<file path="src/rtl/axis_vid_pixel_unpack.sv">
// AXI4-Stream video pixel unpacker.
// Splits 32-bit packed framebuffer words into one {ALPHA_FILL,R8,G8,B8} pixel per beat.
// Supported source formats: RGB565 x2, XRGB8888 x1, 8bpp x4 and RGB555 x2.
module axis_vid_pixel_unpack #(
  parameter logic [7:0] ALPHA_FILL = 8'h00,
  parameter bit         SWAP_RB    = 1'b0,
  parameter bit         GREY_MODE  = 1'b1
) (
  input  logic        axis_vid_aclk,
  input  logic        axis_vid_reset,
  input  logic [1:0]  mode,
  input  logic [31:0] m_axis_vid_tdata,
  input  logic        m_axis_vid_tvalid,
  output logic        m_axis_vid_tready,
  input  logic        m_axis_vid_tuser,
  input  logic        m_axis_vid_tlast,
  output logic [31:0] s_axis_vid_tdata,
  output logic        s_axis_vid_tvalid,
  input  logic        s_axis_vid_tready,
  output logic        s_axis_vid_tuser,
  output logic        s_axis_vid_tlast
);

  typedef enum logic {EMPTY = 1'b0, EMIT = 1'b1} state_t;

  state_t      state_q, state_d;
  logic [31:0] data_q, data_d;
  logic [1:0]  mode_q, mode_d;
  logic        user_q, user_d;
  logic        last_q, last_d;
  logic [1:0]  idx_q, idx_d;
  logic [31:0] pixOut_q, pixOut_d;
  logic        userOut_q, userOut_d;
  logic        lastOut_q, lastOut_d;

  logic        lastPix;
  logic        fire;
  logic        accept;
  logic        inReady;
  logic [1:0]  nextIdx;

  // Widen a 5-bit colour channel to 8 bits by replicating its MSBs.
  function automatic logic [7:0] rep5(input logic [4:0] c);
    return {c, c[4:2]};
  endfunction

  // Widen a 6-bit colour channel to 8 bits by replicating its MSBs.
  function automatic logic [7:0] rep6(input logic [5:0] c);
    return {c, c[5:4]};
  endfunction

  // Index of the final sub-pixel for a given format (pixels per word minus one).
  function automatic logic [1:0] lastIdxOf(input logic [1:0] md);
    logic [1:0] li;
    case (md)
      2'd1:    li = 2'd0;
      2'd2:    li = 2'd3;
      default: li = 2'd1;
    endcase
    return li;
  endfunction

  // Extract sub-pixel idx of a packed word and expand it to the output pixel format.
  function automatic logic [31:0] expandPixel(input logic [31:0] word,
                                              input logic [1:0]  md,
                                              input logic [1:0]  idx);
    logic [15:0] half;
    logic [7:0]  byteV;
    logic [7:0]  r8;
    logic [7:0]  g8;
    logic [7:0]  b8;
    half = idx[0] ? word[31:16] : word[15:0];
    case (idx)
      2'd0:    byteV = word[7:0];
      2'd1:    byteV = word[15:8];
      2'd2:    byteV = word[23:16];
      default: byteV = word[31:24];
    endcase
    case (md)
      2'd0: begin
        r8 = rep5(half[4:0]);
        g8 = rep6(half[10:5]);
        b8 = rep5(half[15:11]);
      end
      2'd1: begin
        r8 = word[7:0];
        g8 = word[15:8];
        b8 = word[23:16];
      end
      2'd2: begin
        if (GREY_MODE) begin
          r8 = byteV;
          g8 = byteV;
        end else begin
          r8 = 8'h00;
          g8 = 8'h00;
        end
        b8 = byteV;
      end
      default: begin
        r8 = rep5(half[4:0]);
        g8 = rep5(half[9:5]);
        b8 = rep5(half[14:10]);
      end
    endcase
    if (SWAP_RB) begin
      return {ALPHA_FILL, b8, g8, r8};
    end
    return {ALPHA_FILL, r8, g8, b8};
  endfunction

  // Handshake decode and next-state selection: a new word may land in the same cycle
  // the held word's final pixel leaves, which keeps back-to-back words at one pixel per clock.
  always_comb begin
    lastPix   = (idx_q == lastIdxOf(mode_q));
    fire      = (state_q == EMIT) && s_axis_vid_tready;
    inReady   = (state_q == EMPTY) || (s_axis_vid_tready && lastPix);
    accept    = m_axis_vid_tvalid && inReady;
    nextIdx   = idx_q + 2'd1;

    state_d   = state_q;
    data_d    = data_q;
    mode_d    = mode_q;
    user_d    = user_q;
    last_d    = last_q;
    idx_d     = idx_q;
    pixOut_d  = pixOut_q;
    userOut_d = userOut_q;
    lastOut_d = lastOut_q;

    if (accept) begin
      state_d   = EMIT;
      data_d    = m_axis_vid_tdata;
      mode_d    = mode;
      user_d    = m_axis_vid_tuser;
      last_d    = m_axis_vid_tlast;
      idx_d     = 2'd0;
      pixOut_d  = expandPixel(m_axis_vid_tdata, mode, 2'd0);
      userOut_d = m_axis_vid_tuser;
      lastOut_d = m_axis_vid_tlast && (lastIdxOf(mode) == 2'd0);
    end else if (fire) begin
      if (lastPix) begin
        state_d   = EMPTY;
        idx_d     = 2'd0;
        userOut_d = 1'b0;
        lastOut_d = 1'b0;
      end else begin
        idx_d     = nextIdx;
        pixOut_d  = expandPixel(data_q, mode_q, nextIdx);
        userOut_d = 1'b0;
        lastOut_d = last_q && (nextIdx == lastIdxOf(mode_q));
      end
    end
  end

  // Word register, sub-pixel index and registered output beat; reset drops any held word.
  always_ff @(posedge axis_vid_aclk) begin
    if (axis_vid_reset) begin
      state_q   <= EMPTY;
      data_q    <= 32'h0;
      mode_q    <= 2'd0;
      user_q    <= 1'b0;
      last_q    <= 1'b0;
      idx_q     <= 2'd0;
      pixOut_q  <= 32'h0;
      userOut_q <= 1'b0;
      lastOut_q <= 1'b0;
    end else begin
      state_q   <= state_d;
      data_q    <= data_d;
      mode_q    <= mode_d;
      user_q    <= user_d;
      last_q    <= last_d;
      idx_q     <= idx_d;
      pixOut_q  <= pixOut_d;
      userOut_q <= userOut_d;
      lastOut_q <= lastOut_d;
    end
  end

  assign m_axis_vid_tready = inReady;
  assign s_axis_vid_tvalid = (state_q == EMIT);
  assign s_axis_vid_tdata  = pixOut_q;
  assign s_axis_vid_tuser  = userOut_q;
  assign s_axis_vid_tlast  = lastOut_q;

endmodule

</file>
<file path="config.mk">
export PLATFORM = sky130hd
export DESIGN_NAME = axis_vid_pixel_unpack
export DESIGN_NICKNAME = d
export VERILOG_FILES = /design/src/rtl/axis_vid_pixel_unpack.sv
export SDC_FILE = /design/constraint.sdc
export NUM_CORES = 1
export LEC_CHECK = 0
export CORE_ASPECT_RATIO = 1.25
export CORE_UTILIZATION = 55
export DETAILED_ROUTE_END_ITERATION = 16
export DONT_BUFFER_PORTS = 1
export PLACE_DENSITY = 0.78
export REMOVE_ABC_BUFFERS = 1
export SYNTH_ARGS = -nofsm -noshare
export SYNTH_HDL_FRONTEND = slang
export SYNTH_SLANG_ARGS = --single-unit
</file>
<file path="constraint.sdc">
create_clock -name axis_vid_aclk -period 2.35 [get_ports axis_vid_aclk]
set_input_delay 0.3525 -clock axis_vid_aclk [delete_from_list [all_inputs] [get_ports axis_vid_aclk]]
set_output_delay 0.3525 -clock axis_vid_aclk [all_outputs]
set_load 0.03 [all_outputs]
</file>
==> impl_metrics.csv <==
group,metric,value,unit
clocking,cts_setup_buffers,0,
pwr,power,0.00270,W
yosys,syn_avg_cell_area,7.82,sq um
worst_setup_path,worstPathCellList,"inv_1 -> ha_1 -> a22o_1 -> o221ai_1 -> buf_4 -> a21oi_1 -> or3_1 -> a32o_1",
worst_setup_path,critPathCaptureType,"flip-flop",
drt,ant_nets,0,
worst_setup_path,critical_path_class,"reg2reg",
global_routing,grt_antenna_before_repair,0,
drt,firstDrtPassIters,6,
cells_and_area,nets,564,
clocking,htree_num_levels,3,
drt,wl_per_cell,20.7,um
clocking,cts.sinks,64,
worst_setup_path,crit_fanout,8,
sta,post-route-min-period,2260,ps
worst_setup_path,slowest_stage,"dfxtp_1",
floorplanning,fp-row-count,34,
worst_setup_path,r2r_slack,90,ps
floorplanning,die_w,78.6,um
worst_setup_path,cp.buffers_inverters,2,
drt,via_per_inst,6.74,
cells_and_area,drive_gt1_share,11.5,%
cells_and_area,antenna_cells,0,
worst_setup_path,cp.required,2590,ps
drt,routed_wl,12500,um
yosys,synth_seq_cells,64,
sta,setup_ws,85.4,ps
sta,final_hold_viol_count,0,
hold_path,min_to,"s_axis_vid_tdata[7]",
yosys,syn_inst,515,
floorplanning,die-height,97.7,um
pwr,ir_drop,0.401,mV
clocking,cts_buffers,9,
pwr,p_leak,1.66,nW
sta,fin_setup_tns,0,ps
yosys,ys_seq_area_share,31.8,%
clocking,clk_pin_slew,70,ps
clocking,cts_tree,"done",
placed_design,dp_slack,-8.38,ps
worst_setup_path,worstRegToRegCells,8,
hold_path,hp-start,"axis_vid_reset",
worst_setup_path,critPathLaunchType,"flip-flop",
placed_design,gp_congestion,1.01,
clocking,clock_path_buffers,2,
floorplanning,pin_count,76,
placed_design,port_buffers,0,
global_routing,grt.total_usage,33.6,%
sta,drv_slew,0,
drt,drt_iter0_drc,414,
worst_setup_path,crit_family,"compound AO/OA/AOI/OAI gates",
sta,period_share,96.4,%
sta,finalClockSkew,11.7,ps
pwr,powerDensity,635,nW/um^2
yosys,synth_edf_count,0,
clocking,cts_hold_buffers,0,
sta,fmaxAchievable,0.442,GHz
clocking,clockRootBuffer,"clkbuf_8",
drt,drc,0,
floorplanning,core,7020,sq um
run,max_cap_viol_count,0,
sta,finalSetupViolCount,0,
global_routing,top_usage_layer,"met2",
hold_path,hold_class,"in2reg",
clocking,clock_latency,340,ps
run_status,outcome,"complete, no violations",
yosys,synth_ff_type,"dfxtp_1",
yosys,async_reset_ff_share,0,%
global_routing,grt_pass1_vias,3869,
placed_design,dp_hpwl,9290,um
global_routing,grt_overflow,0,
clocking,cts-resized-gates,1,
global_routing,grt_max_degree,56,
cells_and_area,synthToLayoutAreaGrowth,5.68,%
yosys,ys_types,56,
worst_setup_path,r2r_start,"idx_q[1]",
sta,maxSlewHeadroom,54.0,%
floorplanning,start_util,57.4,%
hold_path,worstHoldPathCells,1,
drt,vias,4052,
cells_and_area,fillers,654,
global_routing,grt_first_pass_wirelength,19700,um
worst_setup_path,cp.depth,8,
yosys,syn_area,4030,sq um
yosys,yosysWarnings,0,
global_routing,grtUsageMet1,41.4,%
worst_setup_path,rr_endpoint,"s_axis_vid_tdata[8]",
worst_setup_path,cpPeakStageDelay,460,ps
global_routing,use_met3,6.67,%
global_routing,grt_use_met2,53.3,%
sta,tightest_slew,691,ps
worst_setup_path,arrival,2500,ps
floorplanning,die_area,7670,sq um
worst register-to-register path, cell delays in order, from the launching register on:
cell	delay, ps
dfxtp_1	460
inv_1	110
ha_1	300
a22o_1	270
o221ai_1	230
buf_4	160
a21oi_1	70
or3_1	320
a32o_1	240
kinds of logic (layout without fill, tap and decap cells):
group | Yosys count | count (layout) | synth area share, %
simple gates | 171 | 171 | 17.8
buf+inv | 60 | 49 | 7.86
fa+ha+maj | 14 | 14 | 4.35
xor+xnor | 3 | 3 | 1.03
other cells | 1 | 8 | 0.0931
flops | 64 | 64 | 31.8
compound gates | 185 | 185 | 32.4
mux | 17 | 17 | 4.69
worst max path at each step:
stage | start | endpoint | slack, ps
6_report | idx_q[1] | s_axis_vid_tdata[8] | 90
5_1_grt | mode_q[1] | s_axis_vid_tdata[11] | -5
4_1_cts | mode_q[0] | m_axis_vid_tready | 5
3_5_place_dp | mode_q[0] | s_axis_vid_tdata[5] | -8
3_3_place_gp | mode_q[0] | s_axis_vid_tdata[9] | 100
2_1_floorplan | idx_q[0] | s_axis_vid_tdata[0] | -500
per-layer routing:
metal | wire length, um | vias to the layer above
li1 | - | 1836
met1 | 4640 | 1867
met2 | 5940 | 279
met3 | 1140 | 70
met4 | 739 | 0
met5 | 0 | -
cells in the final DEF (no fill, tap or decap), drive strengths merged, types with 4 or more instances in the layout:
cell type,synthesis,routed
conb,1,8
o21ai,22,22
a31oi,4,4
o221ai,10,10
clkbuf,19,10
a22oi,7,7
a222oi,4,4
a211oi,8,8
mux2i,8,8
nor3,11,11
a21o,10,10
buf,28,24
nor2,24,24
or2,4,4
a221oi,10,10
ha,14,14
or3,4,4
a21oi,67,67
a22o,8,8
dfxtp,64,64
inv,12,12
nand2,115,115
a32o,12,12
and2,4,4
mux2,9,9
cell type report:
cell class / count / area [sq um] / share of cell area (%)
clock inverters: 2 / 10.0 / 0.235
well taps: 90 / 113 / 2.64
inverters: 13 / 48.8 / 1.15
flip-flops and latches: 64 / 1280 / 30.1
clock buffers: 10 / 138 / 3.23
multi-input cells: 398 / 2480 / 58.3
repair buffers: 24 / 184 / 4.32
metrics by stage:
stage	hold WS (ps)	area, sq um	cells	util [%]
floorplan	420	3790	475	-
global placement	429	4080	589	58.1
detailed placement	429	4080	589	58.1
CTS	71.0	4230	601	60.3
global route	67.0	4260	601	60.7
finish	74.2	4260	601	60.7
power breakdown:
| group | switching [W] | leakage [nW] | internal, W |
|---|---|---|---|
| Clock | 0.000401 | 0.0797 | 0.000384 |
| Sequential | 0.000164 | 0.526 | 0.00117 |
| Combinational | 0.000351 | 1.06 | 0.000233 |
sequential cells by signal, summed over array words and instances (netlist names):
register	flops
s_axis_vid_tlast	1
idx_q	2
s_axis_vid_tdata	24
mode_q	2
s_axis_vid_tvalid	1
last_q	1
s_axis_vid_tuser	1
data_q	32
synth_stat cells (7+ instances only):
cell type | number | share of area, %
ha_1 | 14 | 4.3
a221oi_1 | 10 | 2.2
o221ai_1 | 10 | 2.2
nand2_1 | 115 | 11
o21ai_0 | 21 | 2.6
a32o_1 | 12 | 3.0
dfxtp_1 | 64 | 32
nor3_1 | 11 | 1.4
nor2_1 | 23 | 2.1
a21o_1 | 10 | 1.9
a22oi_1 | 7 | 1.3
mux2i_1 | 8 | 2.0
buf_2 | 12 | 1.5
inv_1 | 12 | 1.1
clkbuf_1 | 18 | 1.7
mux2_2 | 7 | 2.0
a21oi_1 | 67 | 8.3
a22o_1 | 8 | 1.7
a211oi_1 | 7 | 1.3
buf_4 | 12 | 2.2
Power figures use the tool's default switching activity.
